$ cat src/rtl/decoder_residual_stage.sv
// Decoder sublayer wrapper: forwards token beats to an external sublayer, keeps each
// beat in a residual FIFO and emits sat(x + rsp) (or rsp alone) through an output register.
module decoder_residual_stage #(
  parameter int DATA_WIDTH = 16,
  parameter int LANES      = 4,
  parameter int FIFO_DEPTH = 16,
  parameter int BEATS_W    = 8
) (
  input  logic                        clk,
  input  logic                        rst_n,
  input  logic                        cfg_start,
  input  logic [BEATS_W-1:0]          cfg_beats,
  input  logic [BEATS_W-1:0]          cfg_tokens,
  input  logic                        cfg_residual_en,
  input  logic                        in_valid,
  output logic                        in_ready,
  input  logic [LANES*DATA_WIDTH-1:0] in_data,
  output logic                        sub_req_valid,
  input  logic                        sub_req_ready,
  output logic [LANES*DATA_WIDTH-1:0] sub_req_data,
  input  logic                        sub_rsp_valid,
  output logic                        sub_rsp_ready,
  input  logic [LANES*DATA_WIDTH-1:0] sub_rsp_data,
  output logic                        out_valid,
  input  logic                        out_ready,
  output logic [LANES*DATA_WIDTH-1:0] out_data,
  output logic                        out_last,
  output logic                        busy,
  output logic                        done,
  output logic [31:0]                 perf_cycle_count,
  output logic [15:0]                 perf_sat_count
);

  localparam int BW    = LANES * DATA_WIDTH;
  localparam int PTR_W = $clog2(FIFO_DEPTH);
  localparam int CNT_W = PTR_W + 1;

  localparam logic [1:0] ST_IDLE  = 2'd0;
  localparam logic [1:0] ST_RUN   = 2'd1;
  localparam logic [1:0] ST_DRAIN = 2'd2;

  logic [1:0]         state_q, state_d;
  logic [BEATS_W-1:0] beats_q, tokens_q;
  logic               res_en_q;
  logic [BEATS_W-1:0] beat_cnt_q, tok_cnt_q;
  logic [PTR_W-1:0]   wr_ptr_q, rd_ptr_q;
  logic [CNT_W-1:0]   count_q, count_d;
  logic               out_valid_q;
  logic [BW-1:0]      out_data_q;
  logic               out_last_q;
  logic               done_q, done_d;
  logic [31:0]        perf_cyc_q;
  logic [15:0]        perf_sat_q;

  // Each entry holds the input beat plus its last-of-token flag in the MSB.
  logic [BW:0]        fifo_mem [FIFO_DEPTH];
  logic [BW:0]        fifo_head;

  logic start_ok, running, fifo_full, fifo_empty, push, pop;
  logic beat_last, tok_last;

  assign start_ok   = cfg_start && (state_q == ST_IDLE);
  assign running    = (state_q == ST_RUN);
  assign fifo_full  = (count_q == CNT_W'(FIFO_DEPTH));
  assign fifo_empty = (count_q == '0);
  assign fifo_head  = fifo_mem[rd_ptr_q];

  assign sub_req_valid = in_valid && running && !fifo_full;
  assign sub_req_data  = in_data;
  assign in_ready      = running && !fifo_full && sub_req_ready;
  assign push          = in_valid && in_ready;
  assign sub_rsp_ready = !fifo_empty && (!out_valid_q || out_ready);
  assign pop           = sub_rsp_valid && sub_rsp_ready;

  assign beat_last = (beat_cnt_q == beats_q - BEATS_W'(1));
  assign tok_last  = (tok_cnt_q == tokens_q - BEATS_W'(1));

  // Lane-wise residual add with signed clamp; overflow shows as differing top two sum bits.
  logic [BW-1:0]         sum_data, rsp_result;
  logic                  any_sat, beat_sat;
  logic [DATA_WIDTH-1:0] lane_x, lane_r;
  logic [DATA_WIDTH:0]   lane_sum;

  // NOTE: every always_comb output gets a default first so no path can infer a latch.
  always_comb begin
    sum_data = '0;
    any_sat  = 1'b0;
    lane_x   = '0;
    lane_r   = '0;
    lane_sum = '0;
    for (int i = 0; i < LANES; i++) begin
      lane_x   = fifo_head[i*DATA_WIDTH +: DATA_WIDTH];
      lane_r   = sub_rsp_data[i*DATA_WIDTH +: DATA_WIDTH];
      lane_sum = {lane_x[DATA_WIDTH-1], lane_x} + {lane_r[DATA_WIDTH-1], lane_r};
      if (lane_sum[DATA_WIDTH] != lane_sum[DATA_WIDTH-1]) begin
        any_sat = 1'b1;
        sum_data[i*DATA_WIDTH +: DATA_WIDTH] =
          {lane_sum[DATA_WIDTH], {(DATA_WIDTH-1){~lane_sum[DATA_WIDTH]}}};
      end else begin
        sum_data[i*DATA_WIDTH +: DATA_WIDTH] = lane_sum[DATA_WIDTH-1:0];
      end
    end
  end

  assign rsp_result = res_en_q ? sum_data : sub_rsp_data;
  assign beat_sat   = res_en_q && any_sat;

  always_comb begin
    state_d = state_q;
    done_d  = 1'b0;
    case (state_q)
      ST_IDLE:  if (cfg_start) state_d = ST_RUN;
      ST_RUN:   if (push && beat_last && tok_last) state_d = ST_DRAIN;
      ST_DRAIN: if (fifo_empty && (!out_valid_q || out_ready)) begin
        state_d = ST_IDLE;
        done_d  = 1'b1;
      end
      default:  state_d = ST_IDLE;
    endcase
  end

  assign count_d = count_q + CNT_W'(push) - CNT_W'(pop);

  // NOTE: sequential state uses non-blocking assignments so all registers update together.
  always_ff @(posedge clk or negedge rst_n) begin
    if (!rst_n) begin
      state_q    <= ST_IDLE;
      beats_q    <= BEATS_W'(1);
      tokens_q   <= BEATS_W'(1);
      res_en_q   <= 1'b0;
      beat_cnt_q <= '0;
      tok_cnt_q  <= '0;
      wr_ptr_q   <= '0;
      rd_ptr_q   <= '0;
      count_q    <= '0;
      done_q     <= 1'b0;
      perf_cyc_q <= '0;
      perf_sat_q <= '0;
    end else begin
      state_q <= state_d;
      done_q  <= done_d;
      count_q <= count_d;
      if (start_ok) begin
        beats_q    <= (cfg_beats == '0) ? BEATS_W'(1) : cfg_beats;
        tokens_q   <= (cfg_tokens == '0) ? BEATS_W'(1) : cfg_tokens;
        res_en_q   <= cfg_residual_en;
        beat_cnt_q <= '0;
        tok_cnt_q  <= '0;
        perf_cyc_q <= '0;
        perf_sat_q <= '0;
      end else begin
        if (state_q != ST_IDLE) perf_cyc_q <= perf_cyc_q + 32'd1;
        if (pop && beat_sat && (perf_sat_q != 16'hFFFF)) perf_sat_q <= perf_sat_q + 16'd1;
      end
      if (push) begin
        wr_ptr_q <= wr_ptr_q + PTR_W'(1);
        if (beat_last) begin
          beat_cnt_q <= '0;
          tok_cnt_q  <= tok_last ? '0 : tok_cnt_q + BEATS_W'(1);
        end else begin
          beat_cnt_q <= beat_cnt_q + BEATS_W'(1);
        end
      end
      if (pop) rd_ptr_q <= rd_ptr_q + PTR_W'(1);
    end
  end

  // NOTE: the FIFO storage is not reset; occupancy is tracked by count_q, so stale data is never read.
  always_ff @(posedge clk) begin
    if (push) fifo_mem[wr_ptr_q] <= {beat_last, in_data};
  end

  always_ff @(posedge clk or negedge rst_n) begin
    if (!rst_n) begin
      out_valid_q <= 1'b0;
      out_data_q  <= '0;
      out_last_q  <= 1'b0;
    end else if (pop) begin
      out_valid_q <= 1'b1;
      out_data_q  <= rsp_result;
      out_last_q  <= fifo_head[BW];
    end else if (out_ready) begin
      out_valid_q <= 1'b0;
    end
  end

  assign out_valid        = out_valid_q;
  assign out_data         = out_data_q;
  assign out_last         = out_last_q;
  assign busy             = (state_q != ST_IDLE);
  assign done             = done_q;
  assign perf_cycle_count = perf_cyc_q;
  assign perf_sat_count   = perf_sat_q;

`ifndef SYNTHESIS
  // A response with nothing buffered means the sublayer broke request ordering.
  rsp_without_entry: assert property (@(posedge clk) disable iff (!rst_n)
    !(sub_rsp_valid && fifo_empty))
    else $error("sub_rsp_valid asserted while residual FIFO is empty");
`endif

endmodule

$ cat config.mk
export PLATFORM = sky130hd
export DESIGN_NAME = decoder_residual_stage
export DESIGN_NICKNAME = d
export VERILOG_FILES = /design/src/rtl/decoder_residual_stage.sv
export SDC_FILE = /design/constraint.sdc
export NUM_CORES = 2
export LEC_CHECK = 0
export ABC_AREA = 1
export CORE_UTILIZATION = 40
export CTS_CLUSTER_SIZE = 20
export DETAILED_ROUTE_END_ITERATION = 10
export GPL_TIMING_DRIVEN = 1
export MAX_ROUTING_LAYER = met4
export SETUP_SLACK_MARGIN = 0.3
export SYNTH_ARGS = -nofsm -noshare
export SYNTH_HDL_FRONTEND = slang
export SYNTH_SLANG_ARGS = --single-unit
$ cat constraint.sdc
create_clock -name clk -period 4.41 [get_ports clk]
set_clock_uncertainty 0.15 [all_clocks]
set_input_delay 1.1025 -clock clk [delete_from_list [all_inputs] [get_ports clk]]
set_output_delay 1.1025 -clock clk [all_outputs]
set_load 0.01 [all_outputs]
## Word level (Yosys, flattened, before mapping)

Memories as Yosys holds them, arrays and structs flattened.
Index checks and enable logic that the tools add are counted.

- Output and inout port bits: 183
- Register bits: 163
- RAM bits: 1040
- Word-level logic and storage cells: 107
- Memories kept: 1

- Equality and inequality tests: 13
- Reductions and logical operators: 28
- Add/sub/neg operators: 14
- Mux-type cells: 32
- Bitwise logic cells: 4

Memory list:

| name | words | width | read ports | clocked after memory_dff | write ports | line | text |
|---|---|---|---|---|---|---|---|
| fifo_mem | 16 | 65 | 1 | 0 | 1 | 56 | `logic [BW:0] fifo_mem [FIFO_DEPTH];` |

Operator list:

| cell | number |
|---|---|
| $mux W16 | 6 |
| $mux W8 | 9 |
| $add A16 B16 Y17 | 4 |
| $mux W32 | 2 |
| $mux W64 | 1 |
| $add A32 B1 Y32 const B | 1 |
| $add A16 B1 Y16 const B | 1 |
| $add A8 B1 Y8 const B | 2 |
| $eq A8 B8 Y1 | 2 |
| $logic_not A8 Y1 | 2 |
| $ne A16 B16 Y1 const B | 1 |
| $sub A8 B1 Y8 const B | 2 |
| $logic_and A1 B1 Y1 | 14 |
| $mux W1 | 10 |
| $reduce_bool A2 Y1 | 5 |
| $add A4 B1 Y4 const B | 2 |
| $mux W2 | 3 |
| $pmux W2 S3 | 1 |
| $add A5 B1 Y5 | 1 |
| $eq A5 B5 Y1 const B | 1 |
| $logic_not A5 Y1 | 1 |
| $sub A5 B1 Y5 | 1 |
| $ne A1 B1 Y1 | 4 |
| $ne A2 B2 Y1 const B | 2 |
| 8 further kinds | 13 |

## Logic depth before layout (Yosys ltp)

An unclocked memory read counts as a cell.

- Word-level depth: 12
- Depth in mapped cells: 29

## Worst setup path before layout

Ideal clock, no wire load.

- Path type: input port to flip-flop
- Start: in in_valid
- End: mem fifo_mem[0][0] (netlist name) (enable)
- Library setup time: 489 ps
- Setup slack: -735 ps
- Path buffers: 1
- Arrival: 4507 ps
- Data required time: 3771 ps
- Stages: 5
- Path through: nand2_1 nor2_1 clkbuf_1 nand2_1 nor2_1

- Longest elaborated chain between the ends: 3

RTL lines:

| what | line | text |
|---|---|---|
| from (decl) | 15 | `input logic in_valid,` |
| $logic_and A1 B1 Y1 | 71 | `assign push = in_valid && in_ready;` |
| $mux W1 | 170 | `if (push) fifo_mem[wr_ptr_q] <= {beat_last, in_data};` |
| $mux W1 (implied by the code) | 170 |  |
| to (decl) | 56 |  |

No other way between the ends.

## Worst setup path after layout

- Start: reg rd_ptr_q[0]
- End: reg perf_sat_q[7] (netlist: perf_sat_count[7])

- Longest elaborated chain between the ends: 11

RTL lines:

| what | line | text |
|---|---|---|
| from (decl) | 46 | `logic [PTR_W-1:0] wr_ptr_q, rd_ptr_q;` |
| from (signal assigned) | 164 | `if (pop) rd_ptr_q <= rd_ptr_q + PTR_W'(1);` |
| $mem_v2 Z16 W65 * | - |  |
| $add A16 B16 Y17 | 94 | `lane_sum = {lane_x[DATA_WIDTH-1], lane_x} + {lane_r[DATA_WIDTH-1], lane_r};` |
| $ne A1 B1 Y1 | 95 | `if (lane_sum[DATA_WIDTH] != lane_sum[DATA_WIDTH-1]) begin` |
| $mux W1 (3 in series) | 95 |  |
| $mux W1 * | 95 |  |
| $logic_and A1 B1 Y1 * | 106 | `assign beat_sat = res_en_q && any_sat;` |
| $logic_and A1 B1 Y1 * (2 in series) | 153 | `if (pop && beat_sat && (perf_sat_q != 16'hFFFF)) perf_sat_q <= perf_sat_q + 16'd1;` |
| $reduce_bool A2 Y1 (no line) * | - |  |
| to (signal assigned) | 153 |  |
| to (decl) | 53 | `logic [15:0] perf_sat_q;` |

Mark *: on every way between the ends. The rest lies on a longest branch, timed or not.
A chain may end at the register's enable or synchronous reset.

==> impl_metrics.env <==
export IMPL_outcome="finished with violations"
export IMPL_violations="setup timing"
export IMPL_portBuffers=334
export IMPL_cp_top_family="compound AO/OA/AOI/OAI gates"
export IMPL_cp_arrival_ps=4970
export IMPL_worstMarginPinSlew_ps=904
export IMPL_die_area_mm2=0.132
export IMPL_powerDensity_mw_per_mm2=815
export IMPL_grt_pass1_wl_um=232000
export IMPL_core_rowCount=132
export IMPL_drtPass1Iterations=5
export IMPL_clkLatencyLatePin_ps=770
export IMPL_worst_path_max_fanout=8
export IMPL_hold_viol_final=0
export IMPL_fin_crit_sh=1.02
export IMPL_hold_class="input port to async pin"
export IMPL_final_setup_worst_slack_ps=-75.1
export IMPL_clkTransAtPathRegs_ps=60
export IMPL_cts_hold_buf=0
export IMPL_syn_cell_area_mm2=0.0522
export IMPL_cts_root_buf="clkbuf_16"
export IMPL_wl_um=164000
export IMPL_syn_to_final_growth_pct=28.9
export IMPL_utilization=0.520
export IMPL_globalRouteMet3Util=0.0380
export IMPL_grt_busiest_layer="met2"
export IMPL_clock_path_buffers=3
export IMPL_cts_sinks=1203
export IMPL_slew_headroom=0.396
export IMPL_cts_tree="done"
export IMPL_coreArea_mm2=0.129
export IMPL_grt_pass1_vias=36300
export IMPL_grt_max_degree=79
export IMPL_synth_most_common_cell="edfxtp_1"
export IMPL_final_nets=5442
export IMPL_io_pins=335
export IMPL_synth_top_area_frac=0.598
export IMPL_pre_cts_ws_ps=-605
export IMPL_die_w_um=363
export IMPL_vias=38900
export IMPL_fin_crit_ps=4490
export IMPL_ys_types=55
export IMPL_crit_path_top_delay_cell="dfrtp_4"
export IMPL_setup_violations=19
export IMPL_viasPerCell=5.52
export IMPL_cellLeakagePower_nw=24.5
export IMPL_worstSetupEndpointType="flop"
export IMPL_start_util=0.403
export IMPL_htreeDepth=3
export IMPL_gr_total_overflow=0
export IMPL_gr_usage_all_layers=0.242
export IMPL_synth_net_count=4788
export IMPL_synth_edff_count=1040
export IMPL_critical_path_max_stage_delay_ps=570
export IMPL_synth_commonest_cells="1040 x edfxtp_1, 662 x nand2_1, 536 x nor2_1"
export IMPL_ys_async_sr_fraction=0.135
export IMPL_cp_start_kind="flop"
export IMPL_ys_top_cells_by_area="edfxtp_1 60%, dfrtp_1 7.7%, o21ai_0 5.0%"
export IMPL_numCtsBuffers=120
export IMPL_ant_nets=0
export IMPL_crit_type="flop to flop"
export IMPL_fmax_ghz=0.223
export IMPL_die_y_um=363
export IMPL_drc=0
export IMPL_synth_top_cell_by_area="edfxtp_1"
export IMPL_slew_violations=0
export IMPL_yosysWarnings=0
export IMPL_routedWlPerCell_um=23.2
export IMPL_dp_hpwl_um=96300
export IMPL_synthFlopType="edfxtp_1"
export IMPL_globalplace_congestion=0.895
export IMPL_drv_cap=0
export IMPL_reg2reg_slack_ps=-80
export IMPL_synthCells=4544
export IMPL_vdd_ir_drop_worst_mv=0.682
export IMPL_antenna_found_initial=6
export IMPL_layout_drive_gt1_share=0.182
export IMPL_ys_seq_area_frac=0.677
export IMPL_critPathBufInv=6
export IMPL_drt_iter0_drc=4089
export IMPL_met1_usage=0.327
export IMPL_use_met2=0.380
export IMPL_syn_avg_cell_area_um2=11.5
export IMPL_ys_ff_latch=1203
export IMPL_critPathRequiredTime_ps=4890
export IMPL_rsz0062_at_grt="true"
layer usage:
layer	up-vias	share of wire	wire (um)
li1	17800	-	-
met5	-	0	0
met4	0	0.023	3740
met2	1698	0.47	76700
met3	220	0.085	13900
met1	19200	0.42	69500
kinds of logic after synthesis:
| family | count (synthesis) | synth area share |
|---|---|---|
| fa+ha+maj | 92 | 0.0228 |
| flops | 1203 | 0.677 |
| mux | 3 | 0.000599 |
| buf+inv | 496 | 0.0416 |
| compound gates | 1219 | 0.131 |
| xor+xnor | 68 | 0.0119 |
| simple gates | 1463 | 0.115 |
layout by cell type (no fill, tap or decap), drive strengths merged, types with 3 or more instances in the layout:
cell and instances:
nor4 6, dfrtp 161, clkinv 56, edfxtp 1040, buf 482, inv 183, o21bai 6, nor3 37
or2 8, nor2 539, o211ai 3, nand4 30, and2 3, clkbuf 177, o21ai 549, a21oi 366
clkinvlp 6, nand2 668, xor2 47, a31oi 3, o21a 5, a21o 6, o31ai 4, diode 3
xnor2 19, nand3b 19, fa 5, clkdlybuf4s50 333, nand3 154, o221ai 132, o22ai 139, ha 87
bufinv 17
sequential cells by signal (all words and copies together) (netlist names):
signal,cells
state_q,2
beat_cnt_q,8
perf_cycle_count,32
done,1
out_last,1
perf_sat_count,16
tokens_q,8
rd_ptr_q,4
tok_cnt_q,8
out_data,64
out_valid,1
wr_ptr_q,4
count_q,5
res_en_q,1
fifo_mem,1040
beats_q,8
where the power goes:
| part | leakage (nW) | internal [mW] | total [mW] | switching (mW) |
|---|---|---|---|---|
| Combinational | 11.1 | 13.3 | 30.1 | 16.9 |
| Clock | 2.01 | 6.13 | 10.7 | 4.53 |
| Sequential | 11.4 | 13.4 | 14.0 | 0.635 |
| Total | 24.5 | 32.8 | 54.8 | 22.0 |
per-stage QoR:
stage	power, mW	hold WS (ps)	instances	area (um2)	setup TNS (ps)
after global routing	57.9	228	7051	67300	-7990
final	54.8	186	7051	67300	-868
after detailed placement	38.2	316	6737	60200	-24000
after floorplan	27.1	303	4544	52200	-687750
after CTS	50.2	167	6981	65000	-2430
after global placement	38.0	315	6737	60200	-19960
area by class of cell:
| cell class | count | area [um2] |
|---|---|---|
| multi-input combinational | 2847 | 16100 |
| antenna | 3 | 7.51 |
| clock buffer | 152 | 3170 |
| clock inverter | 78 | 981 |
| tap | 1742 | 2180 |
| fill | 11100 | 62200 |
| timing repair buffer | 842 | 8790 |
| sequential | 1203 | 35300 |
| inverter | 184 | 736 |
path summary, 6_finish.rpt:
kind,from,endpoint,cells past startpoint
min in group clk,out_last,out_last,2
min,rst_n,tok_cnt_q[5],1
max reg2reg,rd_ptr_q[0],perf_sat_count[7],26
max in group asynchronous,rst_n,rd_ptr_q[2],2
max,rd_ptr_q[0],perf_sat_count[7],26
min reg2reg,out_last,out_last,2
repair_timing:
item                                    CTS  global route
endpoints found under the setup margin   80            80
setup buffers                             8            40
gates resized for setup                 108           366
pin swaps                                13           113
gates cloned                              6            27
Power figures use the tool's default switching activity.
